--- config.mk ---
export PLATFORM = sky130hd
export DESIGN_NAME = tmr_err_injector
export DESIGN_NICKNAME = d
export VERILOG_FILES = /design/src/rtl/tmr_err_injector.sv
export SDC_FILE = /design/constraint.sdc
export NUM_CORES = 1
export LEC_CHECK = 0
export ABC_CLOCK_PERIOD_IN_PS = 2500
export CORE_MARGIN = 2
export CORE_UTILIZATION = 40
export CTS_BUF_LIST = sky130_fd_sc_hd__clkbuf_4
export CTS_CLUSTER_SIZE = 20
export DETAILED_ROUTE_END_ITERATION = 10
export PLACE_DENSITY = 0.62
export REMOVE_ABC_BUFFERS = 1
export SYNTH_ARGS = -nofsm -noshare
export SYNTH_HDL_FRONTEND = slang
export SYNTH_SLANG_ARGS = --single-unit
--- constraint.sdc ---
create_clock -name clk_i -period 2.5 [get_ports clk_i]
set_input_delay 0.25 -clock clk_i [delete_from_list [all_inputs] [get_ports clk_i]]
set_output_delay 0.25 -clock clk_i [all_outputs]
set_load 0.03 [all_outputs]
--- src/rtl/tmr_err_injector.sv ---
// TMR fault-injection initiator: pulses inj_err_o and scores the DUT's error flags.
// Optional randomised gap length when TMR_INJ_RAND_EN is defined.
module tmr_err_injector #(
    parameter int L         = 2,
    parameter int K         = 64,
    parameter int PULSE_LEN = 1,
    parameter int TIMEOUT   = 16,
    parameter int CNT_W     = 16
) (
    input  logic             clk_i,
    input  logic             rst_ni,
    input  logic             en_i,
    input  logic [L-1:0]     err_data_i,
    input  logic [L-1:0]     err_state_i,
    output logic             inj_err_o,
    output logic             busy_o,
    output logic [CNT_W-1:0] inj_cnt_o,
    output logic [CNT_W-1:0] det_cnt_o,
    output logic [CNT_W-1:0] miss_cnt_o,
    output logic [CNT_W-1:0] spur_cnt_o,
    output logic [7:0]       last_lat_o,
    output logic [L-1:0]     lane_seen_o
);

    localparam int CW = $clog2(2 * K + PULSE_LEN + TIMEOUT + 1);
    localparam logic [CW-1:0] KM1     = CW'(K - 1);
    localparam logic [CW-1:0] PL_LAST = CW'(PULSE_LEN - 1);
    localparam logic [CW-1:0] TO_LAST = CW'(TIMEOUT - 1);

    typedef enum logic [1:0] {IDLE, WAIT, INJECT, DETECT} state_t;

    state_t state_q, state_d, after_win;

    logic [CW-1:0]    cnt_q;
    logic [CW-1:0]    gap_last;
    logic [7:0]       lat_q;
    logic             hit_q;
    logic             stop_q;
    logic             inj_q;
    logic             busy_q;
    logic [CNT_W-1:0] inj_cnt_q, det_cnt_q, miss_cnt_q, spur_cnt_q;
    logic [7:0]       last_lat_q;
    logic [L-1:0]     lane_q;
    logic [L-1:0]     err_vec;
    logic             err_any;
    logic             inj_ev, det_ev, miss_ev, spur_ev;

    function automatic logic [CNT_W-1:0] sat_inc(input logic [CNT_W-1:0] v);
        return (&v) ? v : v + CNT_W'(1);
    endfunction

    assign err_vec = err_data_i | err_state_i;
    assign err_any = |err_vec;

`ifdef TMR_INJ_RAND_EN
    logic [15:0] lfsr_q;

    always_ff @(posedge clk_i or negedge rst_ni) begin
        if (!rst_ni) begin
            lfsr_q <= 16'hACE1;
        end else if (inj_ev) begin
            lfsr_q <= {lfsr_q[14:0],
                       lfsr_q[15] ^ lfsr_q[13] ^ lfsr_q[12] ^ lfsr_q[10]};
        end
    end

    assign gap_last = KM1 + (CW'(lfsr_q) & KM1);
`else
    assign gap_last = KM1;
`endif

    // a disable seen at any point of an injection sends us home afterwards
    assign after_win = (stop_q || !en_i) ? IDLE : WAIT;

    always_ff @(posedge clk_i or negedge rst_ni) begin
        if (!rst_ni) state_q <= IDLE;
        else         state_q <= state_d;
    end

    always_comb begin
        state_d = state_q;
        inj_ev  = 1'b0;
        det_ev  = 1'b0;
        miss_ev = 1'b0;
        spur_ev = 1'b0;
        case (state_q)
            IDLE: begin
                spur_ev = err_any;
                if (en_i) state_d = WAIT;
            end
            WAIT: begin
                spur_ev = err_any;
                if (!en_i) begin
                    state_d = IDLE;
                end else if (cnt_q == gap_last) begin
                    state_d = INJECT;
                    inj_ev  = 1'b1;
                end
            end
            INJECT: begin
                det_ev = err_any && !hit_q;
                if (cnt_q == PL_LAST)
                    state_d = (hit_q || det_ev) ? after_win : DETECT;
            end
            DETECT: begin
                if (err_any) begin
                    det_ev  = 1'b1;
                    state_d = after_win;
                end else if (cnt_q == TO_LAST) begin
                    miss_ev = 1'b1;
                    state_d = after_win;
                end
            end
            default: state_d = IDLE;
        endcase
    end

    always_ff @(posedge clk_i or negedge rst_ni) begin
        if (!rst_ni) begin
            cnt_q      <= '0;
            lat_q      <= '0;
            hit_q      <= 1'b0;
            stop_q     <= 1'b0;
            inj_q      <= 1'b0;
            busy_q     <= 1'b0;
            inj_cnt_q  <= '0;
            det_cnt_q  <= '0;
            miss_cnt_q <= '0;
            spur_cnt_q <= '0;
            last_lat_q <= '0;
            lane_q     <= '0;
        end else begin
            if (state_d != state_q || state_d == IDLE) cnt_q <= '0;
            else                                       cnt_q <= cnt_q + CW'(1);
            if (inj_ev)      lat_q <= '0;
            else if (~&lat_q) lat_q <= lat_q + 8'd1;
            if (inj_ev)      hit_q <= 1'b0;
            else if (det_ev) hit_q <= 1'b1;
            if (state_d == IDLE || state_d == WAIT) stop_q <= 1'b0;
            else                                    stop_q <= stop_q || !en_i;
            inj_q  <= (state_d == INJECT);
            busy_q <= (state_d != IDLE);
            if (inj_ev)  inj_cnt_q  <= sat_inc(inj_cnt_q);
            if (miss_ev) miss_cnt_q <= sat_inc(miss_cnt_q);
            if (spur_ev) spur_cnt_q <= sat_inc(spur_cnt_q);
            if (det_ev) begin
                det_cnt_q  <= sat_inc(det_cnt_q);
                last_lat_q <= lat_q;
                lane_q     <= lane_q | err_vec;
            end
        end
    end

    assign inj_err_o   = inj_q;
    assign busy_o      = busy_q;
    assign inj_cnt_o   = inj_cnt_q;
    assign det_cnt_o   = det_cnt_q;
    assign miss_cnt_o  = miss_cnt_q;
    assign spur_cnt_o  = spur_cnt_q;
    assign last_lat_o  = last_lat_q;
    assign lane_seen_o = lane_q;

endmodule

==> flow_summary.ini, run 1 <==
[status]
status = complete, no violations

[critical_path]
cp_slowest_stage_delay_ns = 0.50
critPathLaunchType = flop
r2r_slack_ns = 0.20
required_ns = 2.81
critPathKind = reg2reg
reg2reg_depth = 7
cp_max_fo = 8
end_kind = flop
cp_slowest_cell = or3b_2
timing.rr.start = cnt_q[0]$_DFF_PN0_
r2r-end = inj_cnt_o[4]$_DFFE_PN0P_
arrival_ns = 2.60
crit_path_cell_trace = ha_1 -> or3b_2 -> nor3_2 -> buf_4 -> o31a_1 -> nand4_1 -> xnor2_1

[timing]
fin_setup_tns_ns = 0
period_share = 0.919
slew_viol_final = 0
finalClockSkew_ns = 0.0354
finalHoldViolCount = 0
fmax_ghz = 0.435
rsz0062_at_grt = no
timing.final.crit_period_ns = 2.30
worst_pin_slew_ns = 0.744
whs_ns = 0.316
relSlewSlack = 0.500
setup_viol = 0
setup_slack_ns = 0.203

[synth]
synthTopCellsByArea = dfrtp_1 (53%), xnor2_1 (7.5%), xor2_1 (5.6%)
ys.flop_type = dfrtp_1
synth_seq_cells = 96
yosysSeqAreaShare = 0.530
syn_avg_cell_area_um2 = 10.8
synth_area_um2 = 4530
synth_edf_count = 0
synth_top_area_cell = dfrtp_1
synth_cell_type_count = 47
netlist_instances = 418
synth_top_area_frac = 0.530
ys_warn_count = 0
async_flop_share = 1.00

[grt]
grt_max_degree = 42
grt_antenna_before_repair = 1
grt_pass1_vias = 3262
grt_usage = 0.153
gr-total-overflow = 0
grt_first_pass_wirelength_mm = 15.5

[routing]
drtAntennaViolNets = 0
vias = 3363
vias_per_cell = 5.10
drtIter0Drc = 165
wl_per_cell_um = 13.8
wl_mm = 9.08
drt_pass1_iterations = 4
drcViolationCount = 0

[place]
post-place-ws_ns = 0.0723
io_buffers = 82
gp_congestion = 0.834
dp_hpwl_mm = 6.62

[die]
initial_core_util = 0.414
die_y_um = 110
io_pins = 83
std_cell_rows = 38
die-area_um2 = 12200
core-area_um2 = 10900
chipWidth_um = 110

[clock_network]
path_clk_slew_ns = 0.16
worstSkewPairLatency_ns = 0.44
cts_setup_buffers = 0
clockRootBuffer = clkbuf_4
htreeDepth = 3
hold_buffers = 1
tritoncts = built
cts_buffers = 9
cts_resized = 0
clkSinkCount = 96
clockBufferDepth = 2

[job]
max_cap_viol_count = 0

[cells_and_area]
drive_gt1_frac = 0.100
fin_nets = 530
postLayoutCoreUtil = 0.529
n_fill_cell = 1013
seq_area_um2 = 2400
multi_input_area_um2 = 2050
area_delta_synth_final_pct = 27.7

[power]
p_leak_nw = 2.58
pwr_density_cell_nw_per_um2 = 627
ir_drop_uv = 289
p_total_mw = 3.63

[hold_path]
min_path_type = in2async
-- Yosys cell counts, types with 2 or more instances --
| cell | instances |
|---|---|
| or2_2 | 3 |
| and4_1 | 6 |
| buf_2 | 2 |
| nor2_1 | 38 |
| nor3_1 | 13 |
| dfrtp_1 | 96 |
| xnor2_1 | 39 |
| nand3_1 | 33 |
| or4_4 | 2 |
| nor2b_1 | 3 |
| ha_1 | 7 |
| mux2_2 | 12 |
| and3_1 | 13 |
| nand4_1 | 22 |
| inv_1 | 15 |
| o21a_1 | 2 |
| o21ai_0 | 4 |
| clkbuf_1 | 3 |
| o21bai_1 | 2 |
| xor2_1 | 29 |
| and2_1 | 3 |
| o211ai_1 | 4 |
| a21boi_0 | 2 |
| nand2_1 | 33 |
| a21oi_1 | 6 |
| nor4_1 | 4 |
| nand2b_1 | 2 |
-- power by group --
part	total (mW)	internal, mW	switching [mW]
sequential	1.87	1.69	0.174
clock	1.08	0.592	0.489
combinational	0.677	0.309	0.368
-- kinds of logic after synthesis --
family / synth area share
mux: 0.0320
flops: 0.530
simple gates: 0.222
fa+ha+maj: 0.0193
buf+inv: 0.0179
xor+xnor: 0.131
compound gates: 0.0469
-- critical path, delay by kind of cell, from the launching register on --
kind / cells / cell delay [ns]
flip-flops: 1 / 0.43
buffers and inverters: 1 / 0.22
XOR/XNOR: 1 / 0.14
AO/OA/AOI/OAI: 1 / 0.18
adder cells (fa/ha/maj): 1 / 0.24
AND/OR/NAND/NOR: 3 / 0.95
-- per-stage QoR --
| step | cell area, um^2 | cells |
|---|---|---|
| global placement | 5590 | 644 |
| CTS | 5780 | 658 |
| finish | 5790 | 659 |
| floorplan | 4510 | 412 |
| global route | 5790 | 659 |
| detailed placement | 5590 | 644 |
-- area by class of cell --
class,count,share of cell area
antenna,1,0.000432
clock buffer,9,0.0117
clock inverter,4,0.0208
inverter,15,0.00973
multi-input combinational,301,0.354
sequential,96,0.415
tap,140,0.0303
timing repair buffer,93,0.158
-- how the worst max path moves through the flow --
stage                                   from                   endpoint  slack [ns]  cells past startpoint
after floorplan           cnt_q[0]$_DFF_PN0_  inj_cnt_o[15]$_DFFE_PN0P_        0.15                      6
after global placement        err_state_i[0]  miss_cnt_o[1]$_DFFE_PN0P_        0.09                      5
after detailed placement      err_state_i[0]  miss_cnt_o[1]$_DFFE_PN0P_        0.07                      5
after CTS                 cnt_q[0]$_DFF_PN0_   inj_cnt_o[4]$_DFFE_PN0P_        0.19                      7
after global routing      cnt_q[0]$_DFF_PN0_  inj_cnt_o[15]$_DFFE_PN0P_      0.0008                      6
final                     cnt_q[0]$_DFF_PN0_   inj_cnt_o[4]$_DFFE_PN0P_        0.20                      7
-- registers in the layout, indices dropped and copies added (netlist names) --
| name | flops |
|---|---|
| lane_seen_o | 2 |
| lat_q | 8 |
| busy_o | 1 |
| state_q | 2 |
| spur_cnt_o | 16 |
| cnt_q | 8 |
| inj_err_o | 1 |
| inj_cnt_o | 16 |
| det_cnt_o | 16 |
| hit_q | 1 |
| stop_q | 1 |
| last_lat_o | 8 |
| miss_cnt_o | 16 |
-- per-layer routing --
metal / vias up / routed length [um] / track usage
met5: - / 0 / 0
met4: 0 / 112 / 0.0558
met3: 9 / 233 / 0.0263
met2: 47 / 4590 / 0.260
met1: 1651 / 4150 / 0.198
li1: 1656 / - / -
-- layout by cell type (no fill, tap or decap), types with 2 or more instances in the layout --
cell type / count
inv_1: 15
nand2b_1: 2
o21a_1: 2
xnor2_1: 39
ha_1: 7
bufinv_16: 4
nor2b_1: 3
nand2_1: 33
o21ai_0: 4
nand3_1: 33
nor2_1: 38
a21oi_1: 6
mux2_2: 12
nand4_1: 22
nor3_1: 13
and3_1: 13
xor2_1: 29
or2_2: 3
a21boi_0: 2
o21bai_1: 2
nor4_1: 4
dfrtp_1: 96
clkdlybuf4s50_1: 81
and4_1: 6
clkbuf_4: 9
buf_4: 10
and2_1: 3
or4_4: 2
o211ai_1: 4
No activity file was read; power rests on OpenSTA's default activity.
==> run 2: changes to the inputs <==
--- a/config.mk
+++ b/config.mk
@@ -5,8 +5,6 @@
 export SDC_FILE = /design/constraint.sdc
 export NUM_CORES = 1
 export LEC_CHECK = 0
-export ABC_CLOCK_PERIOD_IN_PS = 2500
-export CORE_MARGIN = 2
 export CORE_UTILIZATION = 40
 export CTS_BUF_LIST = sky130_fd_sc_hd__clkbuf_4
 export CTS_CLUSTER_SIZE = 20
==> run 2 against run 1 <==
Compared with the run above: clock-buffer cell count is the same; non-clock buffer count shrank 2; clock skew is 0.016 ns lower; utilization fell by 0.25 points; cell area is 0.48% lower; critical path depth decreased by 1; first-iteration DRC count down 29%.
==> flow_summary.ini, run 2 (synthesis results as in run 1) <==
[status]
status = complete, no violations

[cells_and_area]
drive_gt1_frac = 0.0963
final_cell_mix = dfrtp_1 (96), clkdlybuf4s50_1 (81), xnor2_1 (39), nor2_1 (38)
fin_nets = 528
num_antenna_cells = 0
finalNonFillerCells = 659
layout_commonest_cell = dfrtp_1
area_delta_synth_final_pct = 27.1
postLayoutCoreUtil = 0.527

[critical_path]
r2r-end = inj_cnt_o[15]$_DFFE_PN0P_
critPathKind = reg2reg
r2r_slack_ns = 0.24
critPathLaunchType = flop
end_kind = flop
arrival_ns = 2.65
timing.rr.start = cnt_q[0]$_DFF_PN0_
required_ns = 2.89
cp_max_fo = 9
reg2reg_depth = 6

[routing]
vias = 3345
wl_mm = 8.90
drtIter0Drc = 117
drcViolationCount = 0
wl_per_cell_um = 13.5
drt_pass1_iterations = 4
vias_per_cell = 5.08
drtAntennaViolNets = 0

[clock_network]
tritoncts = built
clkSinkCount = 96
htreeDepth = 3
clockBufferDepth = 2
worstSkewPairLatency_ns = 0.45
cts_buffers = 9
clockRootBuffer = clkbuf_4
cts_setup_buffers = 0
path_clk_slew_ns = 0.15
cts_resized = 0
hold_buffers = 1

[die]
initial_core_util = 0.414
io_pins = 83
chipWidth_um = 108
std_cell_rows = 38
die-area_um2 = 11800
core-area_um2 = 10900
die_y_um = 108

[timing]
finalClockSkew_ns = 0.0189
slew_viol_final = 0
rsz0062_at_grt = no
timing.final.crit_period_ns = 2.26
period_share = 0.903
whs_ns = 0.271
setup_slack_ns = 0.242
fmax_ghz = 0.443
relSlewSlack = 0.540
worst_pin_slew_ns = 0.686
setup_viol = 0
finalHoldViolCount = 0
fin_setup_tns_ns = 0

[grt]
grt_max_degree = 62
grt_first_pass_wirelength_mm = 15.3
grt_antenna_before_repair = 0
grt_pass1_vias = 3212
gr-total-overflow = 0
grt_usage = 0.167

[power]
pwr_density_cell_nw_per_um2 = 619
switching_power_mw = 1.06
seq_power_share = 0.525
p_leak_nw = 2.57
ir_drop_uv = 305
comb_power_share = 0.190
p_sw_frac = 0.298
power.share.clock = 0.285
p_int_mw = 2.50

[place]
post-place-ws_ns = 0.0615
dp.cells = 642
gp_congestion = 0.795
io_buffers = 82
dp_hpwl_mm = 6.35

[hold_path]
min_path_type = in2async

[job]
max_cap_viol_count = 0
## run 2: cell count changes in the layout (fill, tap and decap cells not counted)
| cell | previous run | this run |
|---|---|---|
| bufinv_16 | 4 | 3 |
| diode_2 | 1 | 0 |
| clkinv_1 | 0 | 3 |
| clkinv_4 | 0 | 1 |
| buf_4 | 10 | 8 |
## run 2: worst max-delay path by stage
stage | from | end | slack [ns] | cells after the start
finish | cnt_q[0]$_DFF_PN0_ | inj_cnt_o[15]$_DFFE_PN0P_ | 0.24 | 6
global route | cnt_q[0]$_DFF_PN0_ | inj_cnt_o[15]$_DFFE_PN0P_ | 0.04 | 6
CTS | cnt_q[0]$_DFF_PN0_ | inj_cnt_o[15]$_DFFE_PN0P_ | 0.18 | 6
detailed placement | err_state_i[0] | miss_cnt_o[1]$_DFFE_PN0P_ | 0.06 | 5
global placement | err_state_i[0] | miss_cnt_o[1]$_DFFE_PN0P_ | 0.08 | 5
floorplan | cnt_q[0]$_DFF_PN0_ | inj_cnt_o[15]$_DFFE_PN0P_ | 0.15 | 6
## run 2: power groups by stage
stage                     clock [mW]  sequential (mW)  combinational, mW
after global placement             0             1.90              0.670
final                           1.02             1.87              0.677
after floorplan                    0             2.00              0.299
after CTS                       1.06             1.87              0.689
after global routing            1.11             1.90              0.749
after detailed placement           0             1.90              0.685
## run 2: metrics by stage
step,instance area [um^2],power [mW]
after floorplan,4510,2.30
after global placement,5570,2.57
after detailed placement,5570,2.59
after CTS,5760,3.62
after global routing,5760,3.76
final,5760,3.56
## run 2: layout make-up
type                    instances  area, um^2
fillers                      1041        5180
flip-flops and latches         96        2400
multi-input cells             301        2050
repair buffers                 91         901
well taps                     140         175
clock inverters                 7         110
clock buffers                   9        67.6
inverters                      15        56.3
## run 2: per-layer routing
layer	vias to the layer above	part of all wire	global-route usage
met4	0	0.018	0.0724
met2	42	0.49	0.265
met3	11	0.026	0.0265
met5	-	0	0
met1	1645	0.46	0.225
li1	1647	-	-
## run 2: worst max-delay path, cell delays in order (launching register included)
cell     delay [ns]
dfrtp_1        0.43
ha_1           0.24
or3b_2         0.50
nor3_2         0.33
o31ai_2        0.24
nor4_1         0.30
xor2_1         0.17
==> run 3: changes to the inputs <==
--- a/config.mk
+++ b/config.mk
@@ -10,7 +10,6 @@
 export CTS_CLUSTER_SIZE = 20
 export DETAILED_ROUTE_END_ITERATION = 10
 export PLACE_DENSITY = 0.62
-export REMOVE_ABC_BUFFERS = 1
 export SYNTH_ARGS = -nofsm -noshare
 export SYNTH_HDL_FRONTEND = slang
 export SYNTH_SLANG_ARGS = --single-unit
==> run 3 against run 2 <==
Compared with the run above: first-iteration DRC count rose by 8.5%; flip-flop and latch count unchanged; hold slack improved by 0.030 ns; cell area fell by 1.4%; die area stayed put; clock skew shrank 0.0035 ns; non-clock buffer count decreased by 2; power down 9.0%; clock-buffer cell count increased by 2; critical path depth stayed put; cell count decreased by 0.30%; critical endpoint unchanged.
==> flow_summary.ini, run 3 (synthesis results as in run 1) <==
[critical_path]
reg2reg_depth = 6
cp_slowest_stage_delay_ns = 0.51
cp_max_fo = 9
required_ns = 2.88
timing.rr.start = cnt_q[0]$_DFF_PN0_
arrival_ns = 2.61
crit_family = simple AND/OR/NAND/NOR gates
r2r-end = inj_cnt_o[15]$_DFFE_PN0P_
crit_path_cell_trace = ha_1 -> or3b_2 -> nor3_4 -> o31ai_2 -> nor4_1 -> xor2_1
r2r_slack_ns = 0.27
crit_cells = 6
critPathLaunchType = flop
crit_buf_inv = 0
end_kind = flop
critPathKind = reg2reg
startpoint = cnt_q[0]$_DFF_PN0_
cp_slowest_cell = or3b_2
critPathCapture = inj_cnt_o[15]$_DFFE_PN0P_

[routing]
drtIter0Drc = 127
drcViolationCount = 0
vias_per_cell = 5.15
wl_mm = 8.75
vias = 3386
wl_per_cell_um = 13.3
drt_pass1_iterations = 4
drtAntennaViolNets = 0

[timing]
period_share = 0.891
slew_viol_final = 0
rsz0062_at_grt = no
timing.final.crit_period_ns = 2.23
fmax_ghz = 0.449
finalClockSkew_ns = 0.0154
relSlewSlack = 0.535
setup_viol = 0
finalHoldViolCount = 0
worst_pin_slew_ns = 0.693
whs_ns = 0.301
fin_setup_tns_ns = 0

[clock_network]
cts_setup_buffers = 0
worstSkewPairLatency_ns = 0.45
clockBufferDepth = 2
htreeDepth = 3
cts_buffers = 9
tritoncts = built
path_clk_slew_ns = 0.14
clkSinkCount = 96
clockRootBuffer = clkbuf_4

[grt]
grt_usage = 0.164
grt_first_pass_wirelength_mm = 15.0
grt_antenna_before_repair = 0
gr-total-overflow = 0
grt_pass1_vias = 3268
grt_max_degree = 59

[status]
status = complete, no violations

[cells_and_area]
final_cell_mix = dfrtp_1 (96), clkdlybuf4s50_1 (81), xnor2_1 (39), nor2_1 (38)
multi_input_area_um2 = 2050
drive_gt1_frac = 0.0928
layout_commonest_cell = dfrtp_1
postLayoutCoreUtil = 0.519
seq_area_um2 = 2400
num_antenna_cells = 0
n_fill_cell = 1047
fin_nets = 526
area_delta_synth_final_pct = 25.4

[die]
chipWidth_um = 108
std_cell_rows = 38
io_pins = 83
die_y_um = 108
initial_core_util = 0.414
core-area_um2 = 10900
die-area_um2 = 11800

[synth]
syn-num-nets = 432

[place]
gp_congestion = 0.830
dp_hpwl_mm = 6.32
io_buffers = 82

[hold_path]
min_path_type = in2async

[power]
ir_drop_uv = 498
pwr_density_cell_nw_per_um2 = 571
p_leak_nw = 2.54

[job]
max_cap_viol_count = 0
## run 3: final cells by class
cell class / count / area share
timing repair buffer: 89 / 0.156
sequential: 96 / 0.423
clock inverter: 5 / 0.00419
inverter: 15 / 0.00991
multi-input combinational: 301 / 0.362
clock buffer: 11 / 0.0145
tap: 140 / 0.0308
## run 3: worst min-delay path by stage
stage,slack (ns),endpoint
after floorplan,-0.05,busy_o$_DFF_PN0_
after global placement,0.25,spur_cnt_o[12]$_DFFE_PN0P_
after detailed placement,0.26,spur_cnt_o[12]$_DFFE_PN0P_
after CTS,0.30,spur_cnt_o[5]$_DFFE_PN0P_
after global routing,0.35,spur_cnt_o[14]$_DFFE_PN0P_
final,0.30,spur_cnt_o[5]$_DFFE_PN0P_
## run 3: routing by layer
layer	part of all wire	wire length [um]	up-vias	global-route usage
met2	0.46	3990	84	0.257
met1	0.48	4240	1639	0.218
met5	0	0	-	0
met3	0.040	349	12	0.0265
met4	0.019	164	0	0.0820
li1	-	-	1651	-
## run 3: timing repair
action                     in CTS  in global routing
setup endpoints to repair       0                  1
hold buffers                    1                  0
gates resized for setup         0                  1
hold endpoints to repair       38                  0
## run 3: where the power goes
part | internal [mW] | switching [mW]
sequential | 1.69 | 0.172
clock | 0.217 | 0.494
combinational | 0.306 | 0.362
## run 3: per-stage QoR
stage | std cells | setup slack (ns) | total power [mW] | instance area, um^2
6_report | 657 | 0.272 | 3.25 | 5680
3_5_place_dp | 640 | 0.0383 | 2.58 | 5560
5_1_grt | 657 | 0.136 | 3.44 | 5680
4_1_cts | 657 | 0.153 | 3.30 | 5670
2_1_floorplan | 418 | 0.440 | 2.30 | 4530
3_3_place_gp | 640 | 0.0634 | 2.55 | 5560
